[src/rtl/tinker_fetch_unit.sv]
`default_nettype none
// ============================================================================
// tinker_fetch_unit : fetch PC, credit-limited imem issue, prefetch FIFO, redirect flush
// Revision 1.0
// ============================================================================
module tinker_fetch_unit #(
  parameter logic [63:0] RESET_PC = 64'h2000,
  parameter int          DEPTH    = 4,
  parameter int          MAX_OUT  = 2
) (
  input  logic        clk,
  input  logic        reset,
  output logic        imem_req,
  output logic [63:0] imem_addr,
  input  logic        imem_gnt,
  input  logic        imem_rvalid,
  input  logic [31:0] imem_rdata,
  output logic        out_valid,
  input  logic        out_ready,
  output logic [31:0] out_instr,
  output logic [63:0] out_pc,
  output logic [63:0] out_pc4,
  input  logic        redirect,
  input  logic [63:0] redirect_pc,
  input  logic        halt,
  output logic        busy
);

  localparam int c_CNT_W = $clog2(DEPTH + 1);
  localparam int c_OUT_W = $clog2(MAX_OUT + 1) + 1;
  localparam int c_PTR_W = (DEPTH > 1) ? $clog2(DEPTH) : 1;
  localparam int c_SUM_W = c_CNT_W + c_OUT_W + 1;

  logic [63:0]        r_fetch_pc;
  logic [63:0]        r_resp_pc;
  logic [c_CNT_W-1:0] r_count;
  logic [c_PTR_W-1:0] r_head;
  logic [c_PTR_W-1:0] r_tail;
  logic [c_OUT_W-1:0] r_outstanding;
  logic [c_OUT_W-1:0] r_drop_cnt;
  logic               r_halted;
  logic [31:0]        r_fifo_instr [DEPTH];
  logic [63:0]        r_fifo_pc    [DEPTH];

  logic [c_SUM_W-1:0] w_credit_sum;
  logic               w_req;
  logic               w_issue;
  logic               w_drop_rsp;
  logic               w_acc_rsp;
  logic               w_out_valid;
  logic               w_pop;
  logic               w_rv_consumes;
  logic [c_OUT_W-1:0] w_drop_redirect;
  logic [63:0]        w_target;
  logic               w_unused;

  // Dropped responses still occupy a slot in memory, so they count against credit.
  assign w_credit_sum = c_SUM_W'(r_count) + c_SUM_W'(r_outstanding) + c_SUM_W'(r_drop_cnt);
  assign w_req        = !reset && !r_halted && !redirect &&
                        (r_outstanding < c_OUT_W'(MAX_OUT)) &&
                        (w_credit_sum < c_SUM_W'(DEPTH));
  assign w_issue      = w_req && imem_gnt;

  assign w_drop_rsp   = imem_rvalid && (r_drop_cnt != '0);
  assign w_acc_rsp    = imem_rvalid && (r_drop_cnt == '0) && (r_outstanding != '0) && !redirect;

  assign w_out_valid  = !reset && (r_count != '0) && !redirect;
  assign w_pop        = w_out_valid && out_ready;

  assign w_rv_consumes   = imem_rvalid && ((r_drop_cnt != '0) || (r_outstanding != '0));
  assign w_drop_redirect = r_drop_cnt + r_outstanding - c_OUT_W'(w_rv_consumes);
  assign w_target        = {redirect_pc[63:2], 2'b00};
  assign w_unused        = ^redirect_pc[1:0];

  always_ff @(posedge clk) begin
    if (reset) begin
      r_fetch_pc    <= RESET_PC;
      r_resp_pc     <= RESET_PC;
      r_count       <= '0;
      r_head        <= '0;
      r_tail        <= '0;
      r_outstanding <= '0;
      r_drop_cnt    <= '0;
      r_halted      <= 1'b0;
    end else begin
      if (redirect) begin
        r_fetch_pc    <= w_target;
        r_resp_pc     <= w_target;
        r_count       <= '0;
        r_head        <= '0;
        r_tail        <= '0;
        r_outstanding <= '0;
        r_drop_cnt    <= w_drop_redirect;
      end else begin
        if (w_issue) r_fetch_pc <= r_fetch_pc + 64'd4;
        if (w_acc_rsp) begin
          r_resp_pc <= r_resp_pc + 64'd4;
          r_tail    <= r_tail + c_PTR_W'(1);
        end
        if (w_pop) r_head <= r_head + c_PTR_W'(1);
        r_count       <= r_count + c_CNT_W'(w_acc_rsp) - c_CNT_W'(w_pop);
        r_outstanding <= r_outstanding + c_OUT_W'(w_issue) - c_OUT_W'(w_acc_rsp);
        r_drop_cnt    <= r_drop_cnt - c_OUT_W'(w_drop_rsp);
      end
      if (halt) r_halted <= 1'b1;
    end
  end

  always_ff @(posedge clk) begin
    if (!reset && w_acc_rsp) begin
      r_fifo_instr[r_tail] <= imem_rdata;
      r_fifo_pc[r_tail]    <= r_resp_pc;
    end
  end

  assign imem_req  = w_req;
  assign imem_addr = r_fetch_pc;
  assign out_valid = w_out_valid;
  assign out_instr = r_fifo_instr[r_head];
  assign out_pc    = r_fifo_pc[r_head];
  assign out_pc4   = r_fifo_pc[r_head] + 64'd4;
  assign busy      = !reset && ((r_outstanding != '0) || (r_drop_cnt != '0));

endmodule
`default_nettype wire

[config.mk]
export PLATFORM = sky130hd
export DESIGN_NAME = tinker_fetch_unit
export DESIGN_NICKNAME = d
export VERILOG_FILES = /design/src/rtl/tinker_fetch_unit.sv
export SDC_FILE = /design/constraint.sdc
export NUM_CORES = 1
export LEC_CHECK = 0
export ABC_AREA = 1
export CORE_MARGIN = 2
export CORE_UTILIZATION = 55
export CTS_CLUSTER_DIAMETER = 120
export DETAILED_ROUTE_END_ITERATION = 10
export PLACE_DENSITY = 0.79
export SLEW_MARGIN = 20
export SYNTH_ARGS = -nofsm -noshare
export SYNTH_HDL_FRONTEND = slang
export SYNTH_SLANG_ARGS = --single-unit
[constraint.sdc]
create_clock -name clk -period 19.5 [get_ports clk]
set_input_delay 3.9 -clock clk [delete_from_list [all_inputs] [get_ports clk]]
set_output_delay 3.9 -clock clk [all_outputs]
set_load 0.02 [all_outputs]
# ---- Yosys cells after proc, flatten, opt, wreduce, memory -nomap -nowiden
# Memory sizes are Yosys's and may differ from the RTL's. A register that Yosys moved wholly into a read port is not among the register bits.
# Index checks and enable logic that the tools add are counted.
dict set report word_totals {
  regBits 142
  ram_bits 384
  in_bits 103
  output_inout_bits 227
  wordCells 65
  mem_count 2
}
dict set report classes {
  add_sub_neg 14
  n_lt_le_gt_ge 2
  muxes 11
  reduce_logical 26
}
# name words width rd rd_ports_with_merged_regs write_ports line
set mem_list {}
lappend mem_list {r_fifo_pc 4 64 1 1 1 43} ;# logic [63:0] r_fifo_pc [DEPTH];
lappend mem_list {r_fifo_instr 4 32 1 1 1 42} ;# logic [31:0] r_fifo_instr [DEPTH];
# cell n
set op_table {}
lappend op_table {{64-bit two-way mux} 4}
lappend op_table {{64-bit by 3-bit adder with 64-bit output, second input constant} 3}
lappend op_table {{1-bit logical AND} 15}
lappend op_table {{3-bit by 1-bit subtractor with 3-bit output} 4}
lappend op_table {{3-bit nonzero test} 3}
lappend op_table {{2-bit two-way mux} 4}
lappend op_table {{3-bit by 1-bit adder with 3-bit output} 2}
lappend op_table {{4-bit by 3-bit adder with 5-bit output} 1}
lappend op_table {{5-bit by 3-bit less-than comparator with 1-bit output, second input constant} 1}
lappend op_table {{2-bit by 1-bit adder with 2-bit output, second input constant} 2}
lappend op_table {{3-bit by 3-bit adder with 4-bit output} 1}
lappend op_table {{2-bit nonzero test} 2}
lappend op_table {{3-bit adder} 1}
lappend op_table {{1-bit zero test} 3}
lappend op_table {{3-bit zero test} 1}
lappend op_table {{3-bit by 2-bit less-than comparator with 1-bit output, second input constant} 1}
lappend op_table {{3-bit two-way mux} 1}
lappend op_table {{1-bit two-way mux} 2}
lappend op_table {{2-bit OR reduction} 1}
lappend op_table {{1-bit logical OR} 1}

# ---- Depth between registers and ports, before layout
# Gate-level depths: netlist (run 1).
dict set report depth {
  ltp_word 8
  mapped_depth 16
  depth_no_buf 14
}

# ---- Worst setup path before layout (run 1)
# OpenSTA, ideal clock, no wires.
dict set report synth_timing {
  path_kind {input to register}
  from {input port reset}
  to {memory r_fifo_instr[0][0] (enable)}
  setup_time_ns 0.548
  arrival_time_ns 8.629
  required_ns 18.952
  setup_slack_ns 10.323
  cell_stages 7
  n_path_buf 2
  cell_sequence {buf_4 -> clkinv_1 -> nand2_1 -> clkinv_1 -> nand2_1 -> clkbuf_1 -> nor2_1}
}
dict set report synth_between {
  elab_chain_cells 4
}
# element line
set synth_lines {}
lappend synth_lines {{start: declaration} 12} ;# input logic reset,
lappend synth_lines {{1-bit zero test} 110} ;# if (!reset && w_acc_rsp) begin
lappend synth_lines {{1-bit logical AND} 110}
lappend synth_lines {{1-bit two-way mux} 110}
lappend synth_lines {{1-bit two-way mux (implied by the code)} 111} ;# r_fifo_instr[r_tail] <= imem_rdata;
lappend synth_lines {{end: declaration} 42}
# Every way passes these cells.

# ---- Worst setup path after layout (run 1)
dict set report layout_timing {
  from {input port redirect}
  to {output port imem_req}
}
dict set report layout_between {
  elab_chain_cells 4
}
# element line
set layout_lines {}
lappend layout_lines {{start: declaration} 23} ;# input logic redirect,
lappend layout_lines {{1-bit zero test} 59} ;# assign w_req = !reset && !r_halted && !redirect &&
lappend layout_lines {{1-bit logical AND (2 in series)} 59}
lappend layout_lines {{1-bit logical AND} 60} ;# (r_outstanding < c_OUT_W'(MAX_OUT)) &&
lappend layout_lines {{end: declaration} 13} ;# output logic imem_req,
# Every way passes these cells.

==> qor.yml, run 1 <==
status: "finished clean"
clock_latency_ps: 610
rr_worst_depth: 14
htreeDepth: 2
synth_ff_type: "edfxtp_1"
grtUsageTotal_pct: 32.4
wire_per_inst_um: 19.4
r2r_setup_slack_ps: 15320
first_pass_iters: 8
fmax_ghz: 0.103
finalCritPeriodShare_pct: 49.7
clockRootBuffer: "clkbuf_16"
via_count: 23800
final_common_cell: "nand2_1"
endpoint: "imem_req"
synthArstFlopShare_pct: 0
cp_slowest_stage_delay_ps: 550
syn_inst: 3275
ys_warn_count: 0
drive_above_1_share_pct: 4.10
rows: 80
numCtsBuffers: 53
maxSlewViolCount: 0
avgSynthCellArea_um2: 8.09
place_congestion: 1.02
layout_common_cells: "nand2_1, nor2_1, edfxtp_1"
drc: 0
power.density_nw_per_um2: 74.7
start_kind: "input pin"
gr-total-overflow: 0
grt_pass1_wl_um: 124000
crit_arrival_ps: 5780
cts_tree: "yes"
ys_types: 44
post_cts.repair.setup_buffers: 0
finClkSkew_ps: 18.4
drt_first_iter_violations: 2515
crit_type: "input pin to output pin"
dp_hpwl_um: 57100
cts_sinks: 516
ctsResizeCount: 0
netlist_area_um2: 26500
tns_ps: 0
seq_area_frac_synth_pct: 53.2
nFillCells: 3935
worstHoldPathType: "flop to flop"
clk_path_buf_depth: 3
grt_max_degree: 100
period_needed_ps: 9680
antenna_found_initial: 1
holdBufCountCts: 0
path_cells: "buf_2 > buf_4 > inv_1 > nand2_1 > nor2_1 > nand2_1 > inv_1 > clkdlybuf4s50_1"
dieArea_um2: 50000
path_clk_slew_ps: 60
slew_headroom_pct: 27.9
p_leak_uw: 0.0119
io_buffer_count: 321
fp.dieH_um: 224
synth_edf_count: 376
cp.required_ps: 15600
maxCapViolations: 0
rsz0062_at_grt: "false"
worst_hold_startpoint: "r_halted"
coreArea_um2: 47600
area_growth_pct: 20.0
min_path_cells: 2
cp-startpoint: "redirect"
slowest_stage: "buf_4"
vdd_drop_max_v: 0.0000622
worst_r2r_endpoint: "imem_addr[46]"
start_util_pct: 55.6
grt_pass1_vias: 21900
setup_viol: 0
drt_wl_total_um: 82000
r2r_start: "r_drop_cnt[2]"
report.final.hold_viol_count: 0
crit_fanout: 67
antenna_left: 0
finalNetCount: 3691
viasPerCell: 5.64
ys_ff_latch: 516
worstMarginPinSlew_ps: 1080
die_w_um: 224
io_pins: 330
cp-end-kind: "output pin"
power_uw: 2380
layer usage:
metal | vias up | wire length [um] | GRT usage [%]
met5 | - | 0 | 0
met4 | 0 | 4380 | 15.7
met3 | 216 | 7730 | 4.49
met2 | 1321 | 37400 | 52.0
met1 | 11000 | 32500 | 43.6
li1 | 11300 | - | -
synthesized netlist by cell type (5+ instances only):
master	n	area share, %
o21a_1	5	0.14
nand2_1	1051	15
clkbuf_1	47	0.67
a31oi_1	15	0.35
nor3b_1	5	0.14
nor3_1	21	0.40
buf_2	34	0.64
nor2_4	7	0.30
o22ai_1	34	0.80
nor2_1	489	6.9
ha_1	19	0.90
inv_1	272	3.9
a21oi_1	76	1.4
nand2_2	7	0.17
buf_1	8	0.11
buf_4	16	0.45
o21ai_0	162	3.1
nand3b_1	7	0.20
nand4_1	27	0.64
xor2_1	61	2.0
nand3_1	300	5.7
buf_6	10	0.42
dfxtp_1	140	11
nor2_2	20	0.47
fa_1	6	0.45
edfxtp_1	376	43
clkinv_1	5	0.071
xnor2_1	29	0.96
worst max-delay path: cells and delay by family:
kind | cells | cell delay (ps)
buf+inv | 5 | 1320
simple gates | 3 | 530
flip-flops by register name (all words and copies together) (netlist names), named ones only:
name,cells
imem_addr,62
r_outstanding,3
r_tail,2
r_fifo_pc,248
r_drop_cnt,3
r_halted,1
r_count,3
r_resp_pc,62
r_head,2
r_fifo_instr,128
power breakdown:
group | total, uW | internal, uW | switching, uW
sequential | 1230 | 1190 | 37.6
clock | 1000 | 570 | 432
combinational | 145 | 62.2 | 82.5
per-stage QoR:
step	hold slack, ps	instances	area, um2	setup WS [ps]	utilization [%]
2_1_floorplan	439	3280	26500	10320	-
3_3_place_gp	453	4122	30100	9840	63.1
3_5_place_dp	474	4123	30100	9800	63.2
4_1_cts	488	4221	31800	9800	66.8
5_1_grt	513	4222	31800	9590	66.8
6_report	480	4222	31800	9820	66.8
how the worst min path moves through the flow:
stage | endpoint | slack, ps
after CTS | r_halted | 490
after floorplan | r_halted | 440
after global placement | r_halted | 450
after detailed placement | r_halted | 470
final | r_halted | 480
after global routing | r_head[1] | 510
final cells by class:
class	instances	area, um2	area share (%)
Inverter	279	1050	3.31
Clock buffer	65	1370	4.31
Antenna cell	1	2.50	0.00787
Sequential cell	516	14100	44.3
Multi-Input combinational cell	2369	10800	33.9
Tap cell	615	769	2.42
Clock inverter	33	338	1.06
Timing Repair Buffer	344	3400	10.7
cells by family (layout without fill, tap and decap cells):
| family | after synthesis | after routing | synth area share (%) |
|---|---|---|---|
| compound gates | 307 | 307 | 6.20 |
| simple gates | 1941 | 1941 | 30.0 |
| flops | 516 | 516 | 53.2 |
| buf+inv | 395 | 721 | 6.33 |
| fa+ha+maj | 25 | 25 | 1.35 |
| xor+xnor | 90 | 90 | 2.97 |
| other cells | 1 | 7 | 0.0141 |
No activity file was read; power rests on OpenSTA's default activity.
==> inputs of run 2 (changes only) <==
- clock period: 19.5 -> 9.1 ns (I/O delays scaled with it)
==> run 2 against run 1 <==
Non-clock buffer count unchanged. Final cell count about the same. Via count decreased by 0.61%. Critical path type is now flop to output pin. Sequential power increased by 110%. Largest cell class unchanged. Global-route usage increased by 0.37 points. Setup slack got worse by 7800 ps. Critical path depth increased by 6. Clock power increased by 130%.
==> qor.yml, run 2 (synthesized netlist as in run 1, its figures left out) <==
power_uw: 5250  # +120%
crit_arrival_ps: 5290  # -490 ps
period_needed_ps: 7110
grt_max_degree: 100  # unchanged
cp-end-kind: "output pin"
rsz0062_at_grt: "false"
start_kind: "flop"
gr-total-overflow: 0  # unchanged
dieArea_um2: 50000  # unchanged
drive_above_1_share_pct: 4.27  # +0.16 points
setup_viol: 0  # unchanged
grtUsageTotal_pct: 32.8  # +0.37 points
final_cells: 4223  # +0.024%
viasPerCell: 5.61  # -0.63%
worstHoldPathType: "flop to flop"
holdBufCountCts: 0  # unchanged
grt_pass1_wl_um: 125000  # +1.2%
drc: 0  # unchanged
whs_endpoint: "r_halted"
r2r_setup_slack_ps: 4790  # -10530 ps
drt_first_iter_violations: 2493  # -0.87%
numCtsBuffers: 53  # unchanged
worstMarginPinSlew_ps: 1060  # -18.4 ps
placed_cells: 4123  # unchanged
via_count: 23700  # -0.61%
ctsResizeCount: 0  # unchanged
finalCritPeriodShare_pct: 78.1
layout_common_cells: "nand2_1, nor2_1, edfxtp_1"
power.density_nw_per_um2: 165  # +120%
maxCapViolations: 0  # unchanged
fin_worst_hold_slack_ps: 469  # -11.6 ps
r2r_start: "r_count[1]"
vdd_drop_max_v: 0.000160  # +160%
antenna_found_initial: 0  # -1
wire_per_inst_um: 19.5  # +0.51%
area_growth_pct: 20.5
cp.required_ps: 7280  # -8320 ps
report.final.hold_viol_count: 0  # unchanged
first_pass_iters: 6  # -2
worst_r2r_endpoint: "imem_addr[46]"
largest_register_ffs: 248  # unchanged
top_regs: "r_fifo_pc (248), r_fifo_instr (128)"
maxSlewViolCount: 0  # unchanged
p_leak_uw: 0.0120  # +0.39%
htreeDepth: 2  # unchanged
grt_pass1_vias: 22300  # +1.9%
io_pins: 330  # unchanged
dp_hpwl_um: 57700  # +1.0%
drt_wl_total_um: 82500  # +0.54%
crit_fanout: 99  # +48%
cts_tree: "yes"
die_w_um: 224  # unchanged
clockRootBuffer: "clkbuf_16"
post_cts.repair.setup_buffers: 0  # unchanged
clock_latency_ps: 620  # about the same
tns_ps: 0  # unchanged
fp.dieH_um: 224  # unchanged
final_common_cell: "nand2_1"
cts_sinks: 516  # unchanged
rr_worst_depth: 14  # unchanged
final_core_util_pct: 67.0  # +0.25 points
start_util_pct: 55.6  # unchanged
clk_path_buf_depth: 3  # unchanged
rows: 80  # unchanged
finClkSkew_ps: 27.1  # +8.70 ps
io_buffer_count: 321  # unchanged
crit_type: "flop to output pin"
finalNetCount: 3691  # unchanged
antenna_left: 0  # unchanged
place_congestion: 1.03  # +1.1%
fmax_ghz: 0.141
path_clk_slew_ps: 60  # about the same
coreArea_um2: 47600  # unchanged
worst_hold_startpoint: "r_halted"
slew_headroom_pct: 29.1  # +1.2 points
diodes: 0  # -1
largest-register: "r_fifo_pc"
status: "finished clean"
min_path_cells: 2  # unchanged
## run 2: changes by cell type in the layout (fill, tap and decap cells not counted)
cell and delta:
clkbuf_8 +2, clkinvlp_4 +3, clkinv_1 -3, clkbuf_1 -1, clkinv_4 +3, bufinv_16 +4
clkinv_2 -4, buf_16 -1, diode_2 -1, buf_4 +1, inv_6 -2
## run 2: critical path: stages, from the launching register on
cell,delay (ps)
dfxtp_4,980
clkinv_4,860
buf_4,650
nand2_1,170
nand3_1,90
nand2_1,310
nor2_1,120
nand2_1,190
nor2_4,100
nand2_1,250
inv_1,100
nand2_1,80
nand2_1,40
nand2_1,50
clkdlybuf4s50_1,610
## run 2: worst max path at each step
stage / start / endpoint / slack [ps] / depth (start not counted)
floorplan: reset / r_fifo_instr[0][0] / 2000 / 7
global placement: flop / out_pc4[44] / 2670 / 14
detailed placement: flop / out_pc4[60] / 2590 / 14
CTS: flop / out_pc4[60] / 1940 / 14
global route: flop / out_pc4[28] / 1620 / 12
finish: flop / out_pc4[44] / 1990 / 14
## run 2: stage by stage
step | worst slack (ps) | instance area, um2
global placement | 2670 | 30100
finish | 1990 | 31900
floorplan | 2000 | 26500
global route | 1620 | 31900
CTS | 1940 | 31900
detailed placement | 2590 | 30100
## run 2: final cells by class
| type | count | area (um2) |
|---|---|---|
| Fill cell | 3862 | 15700 |
| Multi-Input combinational cell | 2369 | 10800 |
| Clock buffer | 66 | 1400 |
| Timing Repair Buffer | 344 | 3380 |
| Inverter | 279 | 1050 |
| Tap cell | 615 | 769 |
| Clock inverter | 34 | 458 |
| Sequential cell | 516 | 14100 |
## run 2: power breakdown
group | total (uW) | switching (uW) | internal (uW)
clock | 2310 | 952 | 1360
combinational | 310 | 177 | 133
sequential | 2640 | 81.3 | 2560
## run 2: metal layers
metal,wire [um],global-route usage (%)
met1,32800,43.4
met5,0,0
met2,38200,53.1
met4,4180,16.0
met3,7240,4.83
